`src/rtl/mac_link_pkg.sv`:
```
// Shared types and default constants for the Macintosh keyboard link.
// The enum is the link FSM; the constants are the production defaults.
package mac_link_pkg;

    typedef enum logic [1:0] {
        IDLE     = 2'd0,
        CMD      = 2'd1,
        WAIT_RSP = 2'd2,
        RSP      = 2'd3
    } link_state_e;

    localparam int         HALF_BIT_DEF  = 1300;
    localparam int         NULL_TMO_DEF  = 1940;
    localparam logic [7:0] NULL_CODE_DEF = 8'h7B;

endpackage

```
`src/rtl/sync_fifo.sv`:
```
// Single-clock FIFO with a show-ahead head word so the link can pop and load
// its shift register in the same cycle. Full/empty come from a separate count.
module sync_fifo #(
    parameter int WIDTH = 8,
    parameter int DEPTH = 4
) (
    input  logic                   clk,
    input  logic                   rst,
    input  logic                   push,
    input  logic [WIDTH-1:0]       push_data,
    input  logic                   pop,
    output logic [WIDTH-1:0]       head,
    output logic                   full,
    output logic                   empty,
    output logic [$clog2(DEPTH):0] count
);
    localparam int AW = $clog2(DEPTH);

    logic [WIDTH-1:0] mem_q [DEPTH];
    logic [AW-1:0]    wr_ptr_q;
    logic [AW-1:0]    rd_ptr_q;
    logic [AW:0]      count_q;
    logic             do_push;
    logic             do_pop;

    assign full    = (count_q == (AW+1)'(DEPTH));
    assign empty   = (count_q == '0);
    assign count   = count_q;
    assign head    = mem_q[rd_ptr_q];
    assign do_push = push && !full;
    assign do_pop  = pop && !empty;

    always_ff @(posedge clk or posedge rst) begin
        if (rst) begin
            wr_ptr_q <= '0;
            rd_ptr_q <= '0;
            count_q  <= '0;
        end else begin
            if (do_push) wr_ptr_q <= wr_ptr_q + 1'b1;
            if (do_pop)  rd_ptr_q <= rd_ptr_q + 1'b1;
            count_q <= count_q + (AW+1)'(do_push) - (AW+1)'(do_pop);
        end
    end

    // Storage is not reset: an empty count makes stale words unreachable.
    always_ff @(posedge clk) begin
        if (do_push) mem_q[wr_ptr_q] <= push_data;
    end

endmodule

```
`src/rtl/mac_kbd_link.sv`:
```
// Device side of the Macintosh keyboard serial link: clocks a command in from
// the host, then clocks a queued (or null) response back out, MSB first.
module mac_kbd_link
    import mac_link_pkg::*;
#(
    parameter int                DATA_W     = 8,
    parameter int                HALF_BIT   = HALF_BIT_DEF,
    parameter int                FIFO_DEPTH = 4,
    parameter int                NULL_TMO   = NULL_TMO_DEF,
    parameter logic [DATA_W-1:0] NULL_CODE  = DATA_W'(NULL_CODE_DEF)
) (
    input  logic              clk32,
    input  logic              reset,
    input  logic              clk8_en_p,
    input  logic              host_dat_i,
    output logic              dev_clk_o,
    output logic              dev_dat_o,
    output logic [DATA_W-1:0] cmd_data,
    output logic              cmd_strobe,
    input  logic [DATA_W-1:0] rsp_data,
    input  logic              rsp_valid,
    output logic              rsp_ready,
    output logic              busy
);
    localparam int HW = (HALF_BIT > 1) ? $clog2(HALF_BIT) : 1;
    localparam int TW = (NULL_TMO > 1) ? $clog2(NULL_TMO) : 1;
    localparam int BW = (DATA_W > 1)   ? $clog2(DATA_W)   : 1;

    link_state_e       state_q, state_d;
    logic [HW-1:0]     half_q, half_d;
    logic [TW-1:0]     tmo_q, tmo_d;
    logic [BW-1:0]     bit_q, bit_d;
    logic [DATA_W-1:0] shift_q, shift_d;
    logic              dev_clk_q, dev_clk_d;
    logic              dev_dat_q, dev_dat_d;
    logic [DATA_W-1:0] cmd_data_q, cmd_data_d;
    logic              cmd_strobe_q, cmd_strobe_d;

    logic              half_wrap;
    logic              last_bit;
    logic              fifo_pop;
    logic [DATA_W-1:0] fifo_head;
    logic              fifo_full;
    logic              fifo_empty;
    logic [$clog2(FIFO_DEPTH):0] fifo_count;

    sync_fifo #(
        .WIDTH (DATA_W),
        .DEPTH (FIFO_DEPTH)
    ) u_fifo (
        .clk       (clk32),
        .rst       (reset),
        .push      (rsp_valid),
        .push_data (rsp_data),
        .pop       (fifo_pop),
        .head      (fifo_head),
        .full      (fifo_full),
        .empty     (fifo_empty),
        .count     (fifo_count)
    );

    assign half_wrap = (half_q == HW'(HALF_BIT - 1));
    assign last_bit  = (bit_q == BW'(DATA_W - 1));

    always_ff @(posedge clk32 or posedge reset) begin
        if (reset) begin
            state_q      <= IDLE;
            half_q       <= '0;
            tmo_q        <= '0;
            bit_q        <= '0;
            shift_q      <= '0;
            dev_clk_q    <= 1'b1;
            dev_dat_q    <= 1'b1;
            cmd_data_q   <= '0;
            cmd_strobe_q <= 1'b0;
        end else begin
            state_q      <= state_d;
            half_q       <= half_d;
            tmo_q        <= tmo_d;
            bit_q        <= bit_d;
            shift_q      <= shift_d;
            dev_clk_q    <= dev_clk_d;
            dev_dat_q    <= dev_dat_d;
            cmd_data_q   <= cmd_data_d;
            cmd_strobe_q <= cmd_strobe_d;
        end
    end

    always_comb begin
        state_d      = state_q;
        half_d       = half_q;
        tmo_d        = tmo_q;
        bit_d        = bit_q;
        shift_d      = shift_q;
        dev_clk_d    = dev_clk_q;
        dev_dat_d    = dev_dat_q;
        cmd_data_d   = cmd_data_q;
        cmd_strobe_d = 1'b0;
        fifo_pop     = 1'b0;

        if (clk8_en_p) begin
            half_d = half_wrap ? '0 : half_q + 1'b1;
            unique case (state_q)
                IDLE: begin
                    half_d    = '0;
                    tmo_d     = '0;
                    bit_d     = '0;
                    dev_clk_d = 1'b1;
                    dev_dat_d = 1'b1;
                    if (!host_dat_i) state_d = CMD;
                end
                CMD: begin
                    if (half_wrap) begin
                        dev_clk_d = !dev_clk_q;
                        if (dev_clk_q) begin
                            shift_d = {shift_q[DATA_W-2:0], host_dat_i};
                        end else begin
                            bit_d = bit_q + 1'b1;
                            if (last_bit) begin
                                cmd_data_d   = shift_q;
                                cmd_strobe_d = 1'b1;
                                state_d      = WAIT_RSP;
                                bit_d        = '0;
                                tmo_d        = '0;
                            end
                        end
                    end
                end
                WAIT_RSP: begin
                    // Host still holding data low: the response window has not opened.
                    if (!host_dat_i) begin
                        half_d = '0;
                        tmo_d  = '0;
                    end else if (!fifo_empty) begin
                        fifo_pop = 1'b1;
                        shift_d  = fifo_head;
                        state_d  = RSP;
                        half_d   = '0;
                        bit_d    = '0;
                        tmo_d    = '0;
                    end else if (half_wrap && fifo_count == '0) begin
                        if (tmo_q == TW'(NULL_TMO - 1)) begin
                            shift_d = NULL_CODE;
                            state_d = RSP;
                            bit_d   = '0;
                            tmo_d   = '0;
                        end else begin
                            tmo_d = tmo_q + 1'b1;
                        end
                    end
                end
                RSP: begin
                    if (half_wrap) begin
                        dev_clk_d = !dev_clk_q;
                        if (dev_clk_q) begin
                            dev_dat_d = shift_q[DATA_W-1];
                            shift_d   = {shift_q[DATA_W-2:0], 1'b0};
                        end else begin
                            bit_d = bit_q + 1'b1;
                            if (last_bit) begin
                                state_d   = IDLE;
                                dev_dat_d = 1'b1;
                                bit_d     = '0;
                            end
                        end
                    end
                end
                default: state_d = IDLE;
            endcase
        end
    end

    assign dev_clk_o  = dev_clk_q;
    assign dev_dat_o  = dev_dat_q;
    assign cmd_data   = cmd_data_q;
    assign cmd_strobe = cmd_strobe_q;
    assign rsp_ready  = !fifo_full;
    assign busy       = (state_q != IDLE);

endmodule

```
`config.mk`:
```
export PLATFORM = sky130hd
export DESIGN_NAME = mac_kbd_link
export DESIGN_NICKNAME = d
export VERILOG_FILES = /design/src/rtl/mac_link_pkg.sv /design/src/rtl/sync_fifo.sv /design/src/rtl/mac_kbd_link.sv
export SDC_FILE = /design/constraint.sdc
export NUM_CORES = 1
export LEC_CHECK = 0
export BUFFER_PORTS_ARGS = -buffer_cell sky130_fd_sc_hd__buf_2
export CORE_UTILIZATION = 45
export CTS_CLUSTER_SIZE = 30
export DETAILED_ROUTE_END_ITERATION = 8
export SETUP_SLACK_MARGIN = 0.4
export SLEW_MARGIN = 20
export SYNTH_ARGS = -nofsm -noshare
export SYNTH_HDL_FRONTEND = slang
export SYNTH_HIERARCHICAL = 1
export SYNTH_SLANG_ARGS = --single-unit
```
`constraint.sdc`:
```
create_clock -name clk32 -period 4.4 [get_ports clk32]
set_input_delay 0.44 -clock clk32 [delete_from_list [all_inputs] [get_ports clk32]]
set_output_delay 0.44 -clock clk32 [all_outputs]
set_load 0.005 [all_outputs]
```
==> impl_metrics.csv <==
group,metric,value,unit
placement,dp_slack,1.33,ns
clock_tree,cts_buffer_depth,2,
floorplanning,die_w,98.5,um
global_route,grt_first_pass_wirelength,12700,um
global_route,use_met3,0.0411,
routing,wl,7420,um
global_route,antenna_found_initial,0,
placement,dp.cells,458,
timing,finalHoldViolations,0,
logic_synthesis,synth.avg_cell_area,12.5,sq um
setup_path,worstPathMaxFanout,9,
logic_synthesis,synth_edf_count,32,
floorplanning,io_pins,26,
setup_path,start_kind,"register",
finish,final_common_cell,"dfrtp_1",
clock_tree,htree_levels,3,
clock_tree,root_buffer,"clkbuf_8",
placement,numPortBuffers,25,
global_route,met2_usage,0.276,
clock_tree,cts_tree,"yes",
timing,drv_slew,0,
routing,vias,2630,
setup_path,r2r-start,"u_fifo/count[1]$_DFF_PP0_",
timing,clock.fmax,321,MHz
timing,slew_headroom,0.437,
routing,wire_per_inst,15.7,um
floorplanning,initial_core_util,0.473,
setup_path,reg2reg_depth,12,
floorplanning,die_h,98.5,um
timing,finalWorstSetupSlack,1.29,ns
logic_synthesis,synth.area.top_cells,"dfrtp_1, edfxtp_1, mux2_2",
finish,regArea,0.00229,sq mm
setup_path,cp.required,4.68,ns
finish,final_cells,474,
finish,area_growth,10.0,%
logic_synthesis,synth_fa_ha_area_frac,0.0496,
power,peakVddDrop,0.319,mV
clock_tree,cts_resized,0,
logic_synthesis,async_flop_share,0.624,
timing,clock_skew,0.0119,ns
setup_path,critPathCaptureType,"register",
placement,gp_congestion,0.778,
global_route,met1_usage,0.221,
clock_tree,clkLatencyLatePin,0.36,ns
logic_synthesis,netlist_area,0.00419,sq mm
logic_synthesis,synth-simple-area-share,0.151,
logic_synthesis,synth-seq-cells,85,
floorplanning,fp-row-count,34,
logic_synthesis,synth_cell_types,59,
clock_tree,cts_setup_buffers,0,
global_route,grt_pass1_vias,2560,
logic_synthesis,synth-xor-area-share,0.0188,
routing,firstDrtPassIters,4,
timing,min_period,3.11,ns
clock_tree,cts.sinks,85,
finish,antenna_cells,0,
power,p_leak,1.96,nW
global_route,track_usage,0.168,
timing,finalSetupViolations,0,
timing,final.setup.tns,0,ns
power,p_per_area,537,mW/mm^2
logic_synthesis,syn_nets,364,
setup_path,critical_path_class,"register to register",
global_route,grt_max_degree,47,
finish,fillCellCount,762,
logic_synthesis,synth_top_family_by_area,"simple AND/OR/NAND/NOR gates",
floorplanning,core_region_area,0.00885,sq mm
setup_path,critPathArrivalTime,3.39,ns
worst_hold_path,hp-class,"primary input to async pin",
routing,drc_errors,0,
logic_synthesis,yosysTopAreaCellShare,0.305,
routing,ant_nets,0,
run_status,status,"finished clean",
logic_synthesis,yosysTopAreaCell,"dfrtp_1",
logic_synthesis,synth_top_flop_cell,"dfrtp_1",
routing,dr.first_iter.drc_count,104,
setup_path,r2r-end,"u_fifo/count[2]$_DFF_PP0_",
logic_synthesis,yosysWarnings,6,
finish,multi_input_area,0.00177,sq mm
logic_synthesis,synth_mux_area_frac,0.0992,
timing,finalCritPeriodShare,0.708,
global_route,top_usage_layer,"met2",
logic_synthesis,seq_area_frac_synth,0.547,
setup_path,r2r_setup_slack,1.29,ns
finish,fin_nets,390,
clock_tree,cts_buffers,9,
timing,rsz0062_at_grt,"no",
run,drv_cap,0,
logic_synthesis,synth_compound_area_frac,0.105,
global_route,gr-total-overflow,0,
timing,worst_pin_slew,0.842,ns
routing,viasPerCell,5.55,
placement,place_hpwl,5190,um
setup_path,startpoint,"u_fifo/count[1]$_DFF_PP0_",
finish,layout-drive-gt1-share,0.224,
clock_tree,hold_buffers,0,
clock_tree,clk_pin_slew_worst_paths,0.09,ns
floorplanning,dieArea,0.00969,sq mm
finish,layout_common_cells,"dfrtp_1, edfxtp_1, nand2_1",
logic_synthesis,postSynthCellCount,335,
==> per-layer routing <==
layer	part of all wire	up-vias
li1	-	1288
met1	0.48	1307
met2	0.48	28
met3	0.029	7
met4	0.012	0
met5	0	-
==> cell usage after synthesis (2+ instances only) <==
| cell | instances |
|---|---|
| a21oi_1 | 6 |
| o31ai_1 | 7 |
| or3_1 | 3 |
| xnor2_1 | 6 |
| nor2_1 | 15 |
| dfstp_2 | 2 |
| mux4_2 | 8 |
| xor2_1 | 3 |
| ha_1 | 15 |
| o21ai_0 | 22 |
| nor2b_1 | 6 |
| and3_1 | 6 |
| a221o_1 | 2 |
| nand4_1 | 4 |
| clkbuf_1 | 5 |
| inv_1 | 19 |
| nand3_1 | 10 |
| nand2b_1 | 12 |
| buf_2 | 2 |
| nand3b_1 | 2 |
| o211ai_1 | 3 |
| and3b_1 | 4 |
| nand2_1 | 27 |
| or4_1 | 2 |
| nor3_1 | 4 |
| mux2_2 | 19 |
| o22a_1 | 3 |
| nand4bb_1 | 4 |
| o41ai_2 | 3 |
| edfxtp_1 | 32 |
| dfrtp_1 | 51 |
==> layout make-up <==
class | count | share of cell area
clock inverter | 7 | 0.0187
multi-input combinational | 221 | 0.385
clock buffer | 9 | 0.0269
inverter | 19 | 0.0158
sequential | 85 | 0.497
timing repair buffer | 25 | 0.0272
tap | 108 | 0.0293
==> cells by family (layout without fill, tap and decap cells) <==
family / Yosys count / after routing
xor gates and xnor gates: 9 / 9
and+or+nand+nor: 108 / 108
DFF: 85 / 85
buffers and inverters: 29 / 60
muxes: 29 / 29
AOI/OAI and AO/OA: 59 / 59
adders and majority gates: 16 / 16
==> registers in the layout, summed over array words and instances, names as in the netlist <==
name             count
cmd_strobe           1
cmd_data             8
u_fifo/wr_ptr_q      2
tmo_q               11
shift_q              8
dev_clk_o            1
bit_q                3
dev_dat_o            1
u_fifo/rd_ptr_q      2
state_q              2
u_fifo/mem_q        32
half_q              11
u_fifo/count         3
==> critical path, stage by stage (launching register included) <==
cell,delay [ns]
dfrtp_1,0.51
nor3_1,0.69
nor2b_1,0.17
and3_1,0.25
o31ai_1,0.10
inv_1,0.08
ha_1,0.28
inv_1,0.06
ha_1,0.13
inv_1,0.05
fa_1,0.37
xnor2_1,0.20
xnor2_1,0.14
==> how the worst max path moves through the flow <==
stage                                            to  slack [ns]
after global routing      u_fifo/count[2]$_DFF_PP0_        0.96
final                     u_fifo/count[2]$_DFF_PP0_        1.29
after global placement    u_fifo/count[2]$_DFF_PP0_        1.46
after floorplan           u_fifo/count[2]$_DFF_PP0_        1.71
after CTS                 u_fifo/count[2]$_DFF_PP0_        1.29
after detailed placement  u_fifo/count[2]$_DFF_PP0_        1.33
==> per-stage QoR <==
step / instance area, sq um / util / power [mW] / hold WS [ns]
2_1_floorplan: 4190 / - / 1.72 / 0.243
3_3_place_gp: 4390 / 0.497 / 1.89 / 0.409
3_5_place_dp: 4390 / 0.497 / 1.91 / 0.421
4_1_cts: 4600 / 0.520 / 2.51 / 0.0345
5_1_grt: 4610 / 0.521 / 2.65 / 0.0387
6_report: 4610 / 0.521 / 2.47 / 0.0346
==> power breakdown <==
group,internal [mW],total [mW],switching (mW)
registers,1.01,1.18,0.178
clock network,0.278,0.592,0.315
logic,0.344,0.697,0.353
No activity file was read; power rests on OpenSTA's default activity.
